## src/rtl/hja_led_scan_if.sv

```systemverilog
// rtl/hja_led_scan_if.sv - board switch/button inputs, debug mux data and LED outputs of the scanner
interface hja_led_scan_if;
  logic [15:0] sw;
  logic        step;
  logic        trig;
  logic [15:0] led_in;
  logic [7:0]  page_sel;
  logic [15:0] led_out;
  logic        scanning;
  logic        frozen;

  modport master (
    output sw, step, trig, led_in,
    input  page_sel, led_out, scanning, frozen
  );

  modport slave (
    input  sw, step, trig, led_in,
    output page_sel, led_out, scanning, frozen
  );
endinterface

```

## src/rtl/hja_led_scan.sv

```systemverilog
// rtl/hja_led_scan.sv - LED debug page scanner: manual / timed scan / single step / trigger capture
// Optional capture (armed/frozen snapshot) enabled by defining HJA_LED_SCAN_CAPTURE_EN.
module hja_led_scan #(
  parameter logic [31:0] DWELL    = 32'd25_000_000,
  parameter logic [7:0]  PAGE_MAX = 8'h44
) (
  input logic           clk,
  input logic           rst,
  hja_led_scan_if.slave bus
);

  typedef enum logic [2:0] {
    S_MANUAL = 3'd0,
    S_SCAN   = 3'd1,
    S_STEP   = 3'd2,
    S_ARMED  = 3'd3,
    S_FROZEN = 3'd4
  } state_t;

  state_t      state_q, state_d;
  logic [1:0]  mode_q, mode_d;
  logic [7:0]  page_q, page_d;
  logic [31:0] dwell_q, dwell_d;
  logic [15:5] sw_q;
  logic        step_q, step_p;
  logic [7:0]  page_sel_d;
  logic [15:0] led_out_d;
  logic        scanning_d, frozen_d;
  logic [7:0]  page_adv, start_page;
  state_t      mode_state;

`ifdef HJA_LED_SCAN_CAPTURE_EN
  logic        trig_q, trig_p;
  logic [15:0] snap_q, snap_d;
`endif

  assign page_adv   = (page_q == PAGE_MAX) ? 8'h00 : page_q + 8'd1;
  assign start_page = (sw_q[15:8] > PAGE_MAX) ? 8'h00 : sw_q[15:8];

  always_comb begin
    case (sw_q[7:6])
      2'b01:   mode_state = S_SCAN;
      2'b10:   mode_state = S_STEP;
`ifdef HJA_LED_SCAN_CAPTURE_EN
      2'b11:   mode_state = S_ARMED;
`endif
      default: mode_state = S_MANUAL;
    endcase
  end

  always_ff @(posedge clk or negedge rst) begin
    if (!rst) begin
      state_q      <= S_MANUAL;
      mode_q       <= 2'b00;
      page_q       <= 8'h00;
      dwell_q      <= 32'd0;
      sw_q         <= '0;
      step_q       <= 1'b0;
      step_p       <= 1'b0;
      bus.page_sel <= 8'h00;
      bus.led_out  <= 16'h0000;
      bus.scanning <= 1'b0;
      bus.frozen   <= 1'b0;
`ifdef HJA_LED_SCAN_CAPTURE_EN
      trig_q       <= 1'b0;
      trig_p       <= 1'b0;
      snap_q       <= 16'h0000;
`endif
    end else begin
      state_q      <= state_d;
      mode_q       <= mode_d;
      page_q       <= page_d;
      dwell_q      <= dwell_d;
      sw_q         <= bus.sw[15:5];
      step_q       <= bus.step;
      step_p       <= step_q;
      bus.page_sel <= page_sel_d;
      bus.led_out  <= led_out_d;
      bus.scanning <= scanning_d;
      bus.frozen   <= frozen_d;
`ifdef HJA_LED_SCAN_CAPTURE_EN
      trig_q       <= bus.trig;
      trig_p       <= trig_q;
      snap_q       <= snap_d;
`endif
    end
  end

  // A mode-field change always wins over the per-state activity of this cycle.
  always_comb begin
    state_d = state_q;
    mode_d  = mode_q;
    page_d  = page_q;
    dwell_d = dwell_q;
`ifdef HJA_LED_SCAN_CAPTURE_EN
    snap_d  = snap_q;
`endif
    if (sw_q[7:6] != mode_q) begin
      mode_d  = sw_q[7:6];
      state_d = mode_state;
      page_d  = start_page;
      dwell_d = 32'd0;
    end else begin
      case (state_q)
        S_SCAN: begin
          if (dwell_q == DWELL - 32'd1) begin
            dwell_d = 32'd0;
            page_d  = page_adv;
          end else begin
            dwell_d = dwell_q + 32'd1;
          end
        end
        S_STEP: begin
          dwell_d = 32'd0;
          if (step_q && !step_p) page_d = page_adv;
        end
`ifdef HJA_LED_SCAN_CAPTURE_EN
        S_ARMED: begin
          if (trig_q && !trig_p) begin
            snap_d  = bus.led_in;
            state_d = S_FROZEN;
          end
        end
        S_FROZEN: begin
          // Release beats a simultaneous trigger edge; snap is not touched here.
          if (sw_q[5]) state_d = S_ARMED;
        end
`endif
        default: ;
      endcase
    end
  end

  always_comb begin
    scanning_d = (state_d == S_SCAN);
    frozen_d   = 1'b0;
    page_sel_d = sw_q[15:8];
    led_out_d  = bus.led_in;
    if (state_d == S_SCAN || state_d == S_STEP) page_sel_d = page_d;
`ifdef HJA_LED_SCAN_CAPTURE_EN
    if (state_d == S_FROZEN) begin
      frozen_d  = 1'b1;
      led_out_d = snap_d;
    end
`endif
  end

endmodule
```

## src/flat_wrapper.sv

```systemverilog
// flat-port wrapper written by rule: the top's interface ports become plain ports
module hja_led_scan_flat 
#(
  parameter logic [31:0] DWELL    = 32'd25_000_000,
  parameter logic [7:0]  PAGE_MAX = 8'h44
)
  (clk, rst, bus_sw, bus_step, bus_trig, bus_led_in, bus_page_sel, bus_led_out, bus_scanning, bus_frozen);
  hja_led_scan_if bus_i ();
  input logic clk;
  input logic rst;
  input wire logic [$bits(bus_i.sw)-1:0] bus_sw;
  input wire logic [$bits(bus_i.step)-1:0] bus_step;
  input wire logic [$bits(bus_i.trig)-1:0] bus_trig;
  input wire logic [$bits(bus_i.led_in)-1:0] bus_led_in;
  output wire logic [$bits(bus_i.page_sel)-1:0] bus_page_sel;
  output wire logic [$bits(bus_i.led_out)-1:0] bus_led_out;
  output wire logic [$bits(bus_i.scanning)-1:0] bus_scanning;
  output wire logic [$bits(bus_i.frozen)-1:0] bus_frozen;
  assign bus_i.sw = bus_sw;
  assign bus_i.step = bus_step;
  assign bus_i.trig = bus_trig;
  assign bus_i.led_in = bus_led_in;
  assign bus_page_sel = bus_i.page_sel;
  assign bus_led_out = bus_i.led_out;
  assign bus_scanning = bus_i.scanning;
  assign bus_frozen = bus_i.frozen;
  hja_led_scan #(.DWELL(DWELL), .PAGE_MAX(PAGE_MAX)) u_core (.clk(clk), .rst(rst), .bus(bus_i));
endmodule
```

## config.mk

```make
export PLATFORM = sky130hd
export DESIGN_NAME = hja_led_scan_flat
export DESIGN_NICKNAME = d
export VERILOG_FILES = /design/src/rtl/hja_led_scan_if.sv /design/src/rtl/hja_led_scan.sv /design/src/flat_wrapper.sv
export SDC_FILE = /design/constraint.sdc
export NUM_CORES = 1
export LEC_CHECK = 0
export ABC_AREA = 1
export BUFFER_PORTS_ARGS = -buffer_cell sky130_fd_sc_hd__buf_4
export CAP_MARGIN = 20
export CORE_UTILIZATION = 60
export DETAILED_ROUTE_END_ITERATION = 10
export PLACE_DENSITY = 0.92
export SLEW_MARGIN = 10
export SYNTH_ARGS = -nofsm -noshare
export SYNTH_HDL_FRONTEND = slang
export SYNTH_SLANG_ARGS = --single-unit
export TNS_END_PERCENT = 100
```

## constraint.sdc

```tcl
create_clock -name clk -period 2.43 [get_ports clk]
set_input_delay 0.486 -clock clk [delete_from_list [all_inputs] [get_ports clk]]
set_output_delay 0.486 -clock clk [all_outputs]
set_load 0.02 [all_outputs]
```

Yosys cells after proc, flatten, opt, wreduce, memory -nomap -nowiden
Index checks and enable logic that the tools add are counted.
{ "totals": {"register_bits": 83, "in_bits": 36, "output_inout_bits": 26} }
{ "classes": {"add_sub_neg": 2, "order_cmp": 1, "eq_ne": 9, "mux": 12, "reduce_logical": 4} }
{ "op_table": {"columns": ["operator", "n"], "rows": [
  ["32-bit two-way mux", 2],
  ["32-bit case mux with 2 select lines", 1],
  ["8-bit two-way mux", 6],
  ["32-bit by 1-bit adder with 32-bit output (second input constant)", 1],
  ["32-bit by 25-bit equality test with 1-bit output (second input constant)", 1],
  ["8-bit case mux with 2 select lines", 1],
  ["8-bit by 1-bit adder with 8-bit output (second input constant)", 1],
  ["8-bit by 7-bit equality test with 1-bit output (second input constant)", 1],
  ["8-bit by 7-bit greater-than comparator with 1-bit output (second input constant)", 1],
  ["3-bit by 1-bit equality test with 1-bit output (second input constant)", 2],
  ["3-bit by 2-bit equality test with 1-bit output (second input constant)", 2],
  ["2-bit case mux with 2 select lines", 1],
  ["3-bit two-way mux", 1],
  ["3-bit nonzero test", 1],
  ["2-bit by 1-bit equality test with 1-bit output (second input constant)", 1],
  ["2-bit equality test (second input constant)", 1],
  ["2-bit != test", 1],
  ["1-bit logical AND", 1],
  ["1-bit logical NOT", 1],
  ["1-bit logical OR", 1]
]} }

Logic depth before layout (Yosys ltp)
{ "logic_depth": {"word_depth": 6, "mapped_depth": 11, "ltp_nobuf": 11} }

Worst setup path after synthesis
No wires, ideal clock.
{ "synth_path": {"path_type": "register to register", "from": "register u_core.dwell_q[1]", "to": "register u_core.bus.page_sel[4]", "setup_time_ns": 0.065, "arrival_time_ns": 1.440, "slack_ns": 0.925, "path_stages_with_launch": 12, "cell_sequence": "dfrtp_1 -> ha_1 -> inv_1 -> nor2_1 -> nand3_1 -> nor2_4 -> nand2_4 -> nand2_1 -> nand3_1 -> nand2_1 -> nand3_1 -> nand2_1"} }
{ "synth_between": {"elab_chain_len": 5} }
{ "synth_rtl": {"columns": ["element", "line", "text"], "rows": [
  ["start, declared", "hja_led_scan.sv:23", "logic [31:0] dwell_q, dwell_d;"],
  ["start signal, assigned", "hja_led_scan.sv:73", "dwell_q <= dwell_d;"],
  ["32-bit by 25-bit equality test with 1-bit output", "hja_led_scan.sv:106", "if (dwell_q == DWELL - 32'd1) begin"],
  ["8-bit two-way mux", "hja_led_scan.sv:106", null],
  ["8-bit case mux with 2 select lines", "hja_led_scan.sv:104", "case (state_q)"],
  ["8-bit two-way mux", "hja_led_scan.sv:98", "if (sw_q[7:6] != mode_q) begin"],
  ["8-bit two-way mux", "hja_led_scan.sv:139", "if (state_d == S_SCAN || state_d == S_STEP) page_sel_d = page_d;"],
  ["via u_core.page_sel_d[4]", "hja_led_scan.sv:26", "logic [7:0] page_sel_d;"],
  ["end signal, assigned", "hja_led_scan.sv:77", "bus.page_sel <= page_sel_d;"],
  ["end, declared", "hja_led_scan_if.sv:19", "output page_sel, led_out, scanning, frozen"]
]} }
The timed path passes the listed nets, and every way through them passes these cells.
A chain may end at the register's enable or synchronous reset.

Worst setup path in the final report
{ "layout_path": {"from": "register u_core.sw_q[7] in the netlist's numbering", "to": "register u_core.bus.page_sel[2]"} }
{ "layout_between": {"elab_chain_len": 6} }
{ "layout_rtl": {"columns": ["element", "line", "text"], "rows": [
  ["start, declared", "hja_led_scan.sv:24", "logic [15:5] sw_q;"],
  ["start signal, assigned", "hja_led_scan.sv:74", "sw_q <= bus.sw[15:5];"],
  ["2-bit equality test or 2-bit by 1-bit equality test with 1-bit output (tied branches)", "hja_led_scan.sv:41", "case (sw_q[7:6])"],
  ["2-bit case mux with 2 select lines", "hja_led_scan.sv:41", null],
  ["3-bit two-way mux", "hja_led_scan.sv:98", null],
  ["3-bit by 1-bit equality test with 1-bit output or 3-bit by 2-bit equality test with 1-bit output (tied branches)", "hja_led_scan.sv:139", null],
  ["1-bit logical OR", "hja_led_scan.sv:139", null],
  ["8-bit two-way mux *", "hja_led_scan.sv:139", null],
  ["via u_core.page_sel_d[2]", "hja_led_scan.sv:26", null]
]} }
The timed path passes the listed nets; every way through them passes the cells marked *.

==> metrics.log <==
[metrics] # clock sinks: 82
[metrics] highest-count cells in the layout ignoring fill and taps: sky130_fd_sc_hd__nand2_1 (162), sky130_fd_sc_hd__nor2_1 (91), sky130_fd_sc_hd__dfrtp_1 (82)
[metrics] detail-routed via count per cell: 5.60
[metrics] horizontal die dimension: 88.4 µm
[metrics] Synth Area per Inst: 7.66 µm²
[metrics] sequence of cells on the critical path: xnor2_2 > nand2_4 > inv_2 > nand2_1 > nand3_1 > nand2_2 > nand3_1 > nand2_1
[metrics] leakage power of the design: 2.44 nW
[metrics] via count of the first global-routing pass: 3921
[metrics] max-cap viol count: 0
[metrics] Slew HR: 61.2%
[metrics] number of primary I/O pins: 62
[metrics] unrepaired setup endpoints after global routing: false
[metrics] TritonCTS buffer count: 9
[metrics] Netlist Area Pre-Place: 0.00448 mm²
[metrics] Worst path top cell family by delay: simple AND/OR/NAND/NOR gates
[metrics] type of the tightest min-delay check: input pin to asynchronous set/reset pin
[metrics] r2r endpoint: u_core.bus.page_sel[2]$_DFF_PN0_
[metrics] Placement Cell Area: 0.00496 mm²
[metrics] post-route DRC violation count: 0
[metrics] clock-pin slew of the registers on the worst-case setup and hold paths: 0.10 ns
[metrics] First DRT Iteration DRCs: 388
[metrics] count of input and output buffers: 53
[metrics] fmax: 481 MHz
[metrics] area of the multi-input gates: 0.00211 mm²
[metrics] Post-CTS Hold Fix Bufs: 0
[metrics] number of antenna cells inserted: 0
[metrics] post-synthesis instance total: 584
[metrics] crit-path max FO: 15
[metrics] core box area: 0.00721 mm²
[metrics] post-CTS setup-driven buffer insertion count: 0
[metrics] Avg WL per Cell: 15.0 µm
[metrics] kind of start point of the critical path: register
[metrics] count of cells along the worst register-to-register path: 8
[metrics] most common cell after layout, fill and taps aside: sky130_fd_sc_hd__nand2_1
[metrics] remaining global-route overflow: 0
[metrics] number of warnings printed during yosys synthesis: 0
[metrics] share of final-layout standard cells stronger than drive strength 1: 16.6%
[metrics] final worst path period need: 2.08 ns
[metrics] sequential share of the synthesized area: 45.8%
[metrics] clock tree from TritonCTS: done
[metrics] final antenna-violating net count: 0
[metrics] final hold violations: 0
[metrics] GRT Resource Usage Total: 31.4%
[metrics] insertion delay to the later sink of the worst-skew pair: 0.37 ns
[metrics] final weighted congestion in routability-driven placement: 0.937
[metrics] Initial Util: 62.0%
[metrics] post-route design area: 0.00517 mm²
[metrics] setup slack, reg-to-reg: 0.35 ns
[metrics] endpoint type of the worst setup path: register
[metrics] count of instances resized after the clock tree is built: 0
[metrics] sum of net half-perimeters after detailed placement: 7900 µm
[metrics] Hold Worst Slack: 0.0996 ns
[metrics] areal power density over the cells: 578 mW/mm²
[metrics] clock tree buffer depth: 2
[metrics] initial antenna violation count: 0
[metrics] detailed-route wire length: 11200 µm
[metrics] overall via count from detail_route: 4169
[metrics] count of buffer and inverter cells on the critical path: 1
[metrics] Fillers: 510
[metrics] final count of pins violating max slew: 0
[metrics] path type of the worst setup path: register to register
[metrics] FP Rows: 31
[metrics] final sum of negative setup slack: 0 ns
[metrics] final setup fails: 0
[metrics] Reg-to-Reg Start: u_core.sw_q[7]$_DFF_PN0_
[metrics] post-synth cell types: 38
[metrics] Worst Path Arrival: 2.32 ns
[metrics] pin count of the biggest net entering global routing: 44
[metrics] H-tree depth reported by CTS: 3
[metrics] sequential cell area in the final layout: 0.00205 mm²
[metrics] height of the chip: 88.4 µm
[metrics] final setup skew: 0.0110 ns
[metrics] part of the cycle the worst path needs: 85.5%
[metrics] VDD IR-drop max: 0.000472 V
[metrics] max incr delay on CP: 0.44 ns
[metrics] Slowest cell on crit path: sky130_fd_sc_hd__dfrtp_1
[metrics] flops & latches, synth: 82
[metrics] end-of-flow core utilization: 71.6%
[metrics] worst-margin pin slew: 0.583 ns
[metrics] full die area: 0.00781 mm²
[metrics] Final Power: 2.99 mW
[metrics] area grow syn2layout: 15.4%
[metrics] Post-Syn Nets: 623
[metrics] status: completed
[metrics] required time worst endpoint: 2.67 ns
[metrics] clock tree root buffer cell: sky130_fd_sc_hd__clkbuf_8
[metrics] global-route wire length before repair: 18500 µm
[metrics] Layout Nets: 680
[metrics] DR pass1 iterations: 5
-- cells by family after synthesis --
logic type | after synthesis | synth area share [%]
AND/OR/NAND/NOR | 367 | 37.2
buffers and inverters | 73 | 7.07
XOR/XNOR | 16 | 3.47
AO/OA/AOI/OAI | 42 | 5.51
other | 1 | 0.0838
adder cells (fa/ha/maj) | 3 | 0.839
flip-flops | 82 | 45.8
-- area by class of cell --
class | count | share of cell area, %
Multi-Input combinational cell | 429 | 40.8
Sequential cell | 82 | 39.7
Timing Repair Buffer | 57 | 8.53
Inverter | 62 | 4.65
Clock buffer | 9 | 2.40
Tap cell | 99 | 2.40
Clock inverter | 7 | 1.53
-- report_power, final --
group          total, mW  switching [mW]  internal, mW  leakage (nW)
clock network       1.01           0.598         0.408         0.102
logic              0.506           0.338         0.168          1.29
registers           1.48          0.0453          1.43          1.05
total               2.99           0.982          2.01          2.44
-- routing by layer --
metal / vias up / share of wire [%] / GRT usage [%]
met1: 1968 / 42 / 40.3
met3: 33 / 6.7 / 6.90
met5: - / 0 / 0
met4: 0 / 2.7 / 11.1
li1: 1971 / - / -
met2: 197 / 49 / 52.7
-- synth_stat cells, drive strengths merged --
master,count,area (µm²)
clkbuf,2,7.51
and3,1,6.26
nand3b,2,18.8
o211ai,4,30.0
dfrtp,82,2050
nor3,15,86.3
a21boi,7,52.6
a31oi,2,12.5
o21ai,24,124
nand3,57,290
ha,3,37.5
o31ai,1,7.51
buf,9,68.8
nor4,1,6.26
nor2,100,438
inv,62,240
conb,1,3.75
nand2,174,698
a21oi,4,20.0
xnor2,6,67.6
nand4,15,93.8
xor2,10,87.6
nor3b,2,26.3
-- worst max-delay path by stage --
stage | start | endpoint | slack [ns] | cells after the start
floorplan | u_core.dwell_q[1]$_DFFE_PN0P_ | u_core.bus.page_sel[4]$_DFF_PN0_ | 0.93 | 11
global placement | u_core.sw_q[6]$_DFF_PN0_ | u_core.bus.page_sel[4]$_DFF_PN0_ | 0.59 | 9
detailed placement | u_core.sw_q[6]$_DFF_PN0_ | u_core.bus.page_sel[7]$_DFF_PN0_ | 0.48 | 8
CTS | u_core.sw_q[7]$_DFF_PN0_ | u_core.bus.page_sel[2]$_DFF_PN0_ | 0.38 | 8
global route | u_core.sw_q[6]$_DFF_PN0_ | u_core.bus.page_sel[2]$_DFF_PN0_ | 0.22 | 8
finish | u_core.sw_q[7]$_DFF_PN0_ | u_core.bus.page_sel[2]$_DFF_PN0_ | 0.35 | 8
-- per-stage QoR --
stage	setup slack [ns]	std cells
4_1_cts	0.381	745
3_3_place_gp	0.591	729
5_1_grt	0.220	745
3_5_place_dp	0.482	729
6_report	0.352	745
2_1_floorplan	0.925	584
-- worst register-to-register path, stage by stage, from the launching register on --
cell                      delay (ns)
sky130_fd_sc_hd__dfrtp_1        0.44
sky130_fd_sc_hd__xnor2_2        0.26
sky130_fd_sc_hd__nand2_4        0.20
sky130_fd_sc_hd__inv_2          0.30
sky130_fd_sc_hd__nand2_1        0.18
sky130_fd_sc_hd__nand3_1        0.15
sky130_fd_sc_hd__nand2_2        0.15
sky130_fd_sc_hd__nand3_1        0.17
sky130_fd_sc_hd__nand2_1        0.10
-- flip-flops by register name, indices dropped and copies added, names as in the netlist --
signal / count
u_core.bus.scanning: 1
u_core.dwell_q: 32
u_core.bus.led_out: 16
u_core.sw_q: 10
u_core.step_p: 1
u_core.step_q: 1
u_core.bus.page_sel: 8
u_core.state_q: 3
u_core.page_q: 8
u_core.mode_q: 2
No activity file was read; power rests on OpenSTA's default activity.
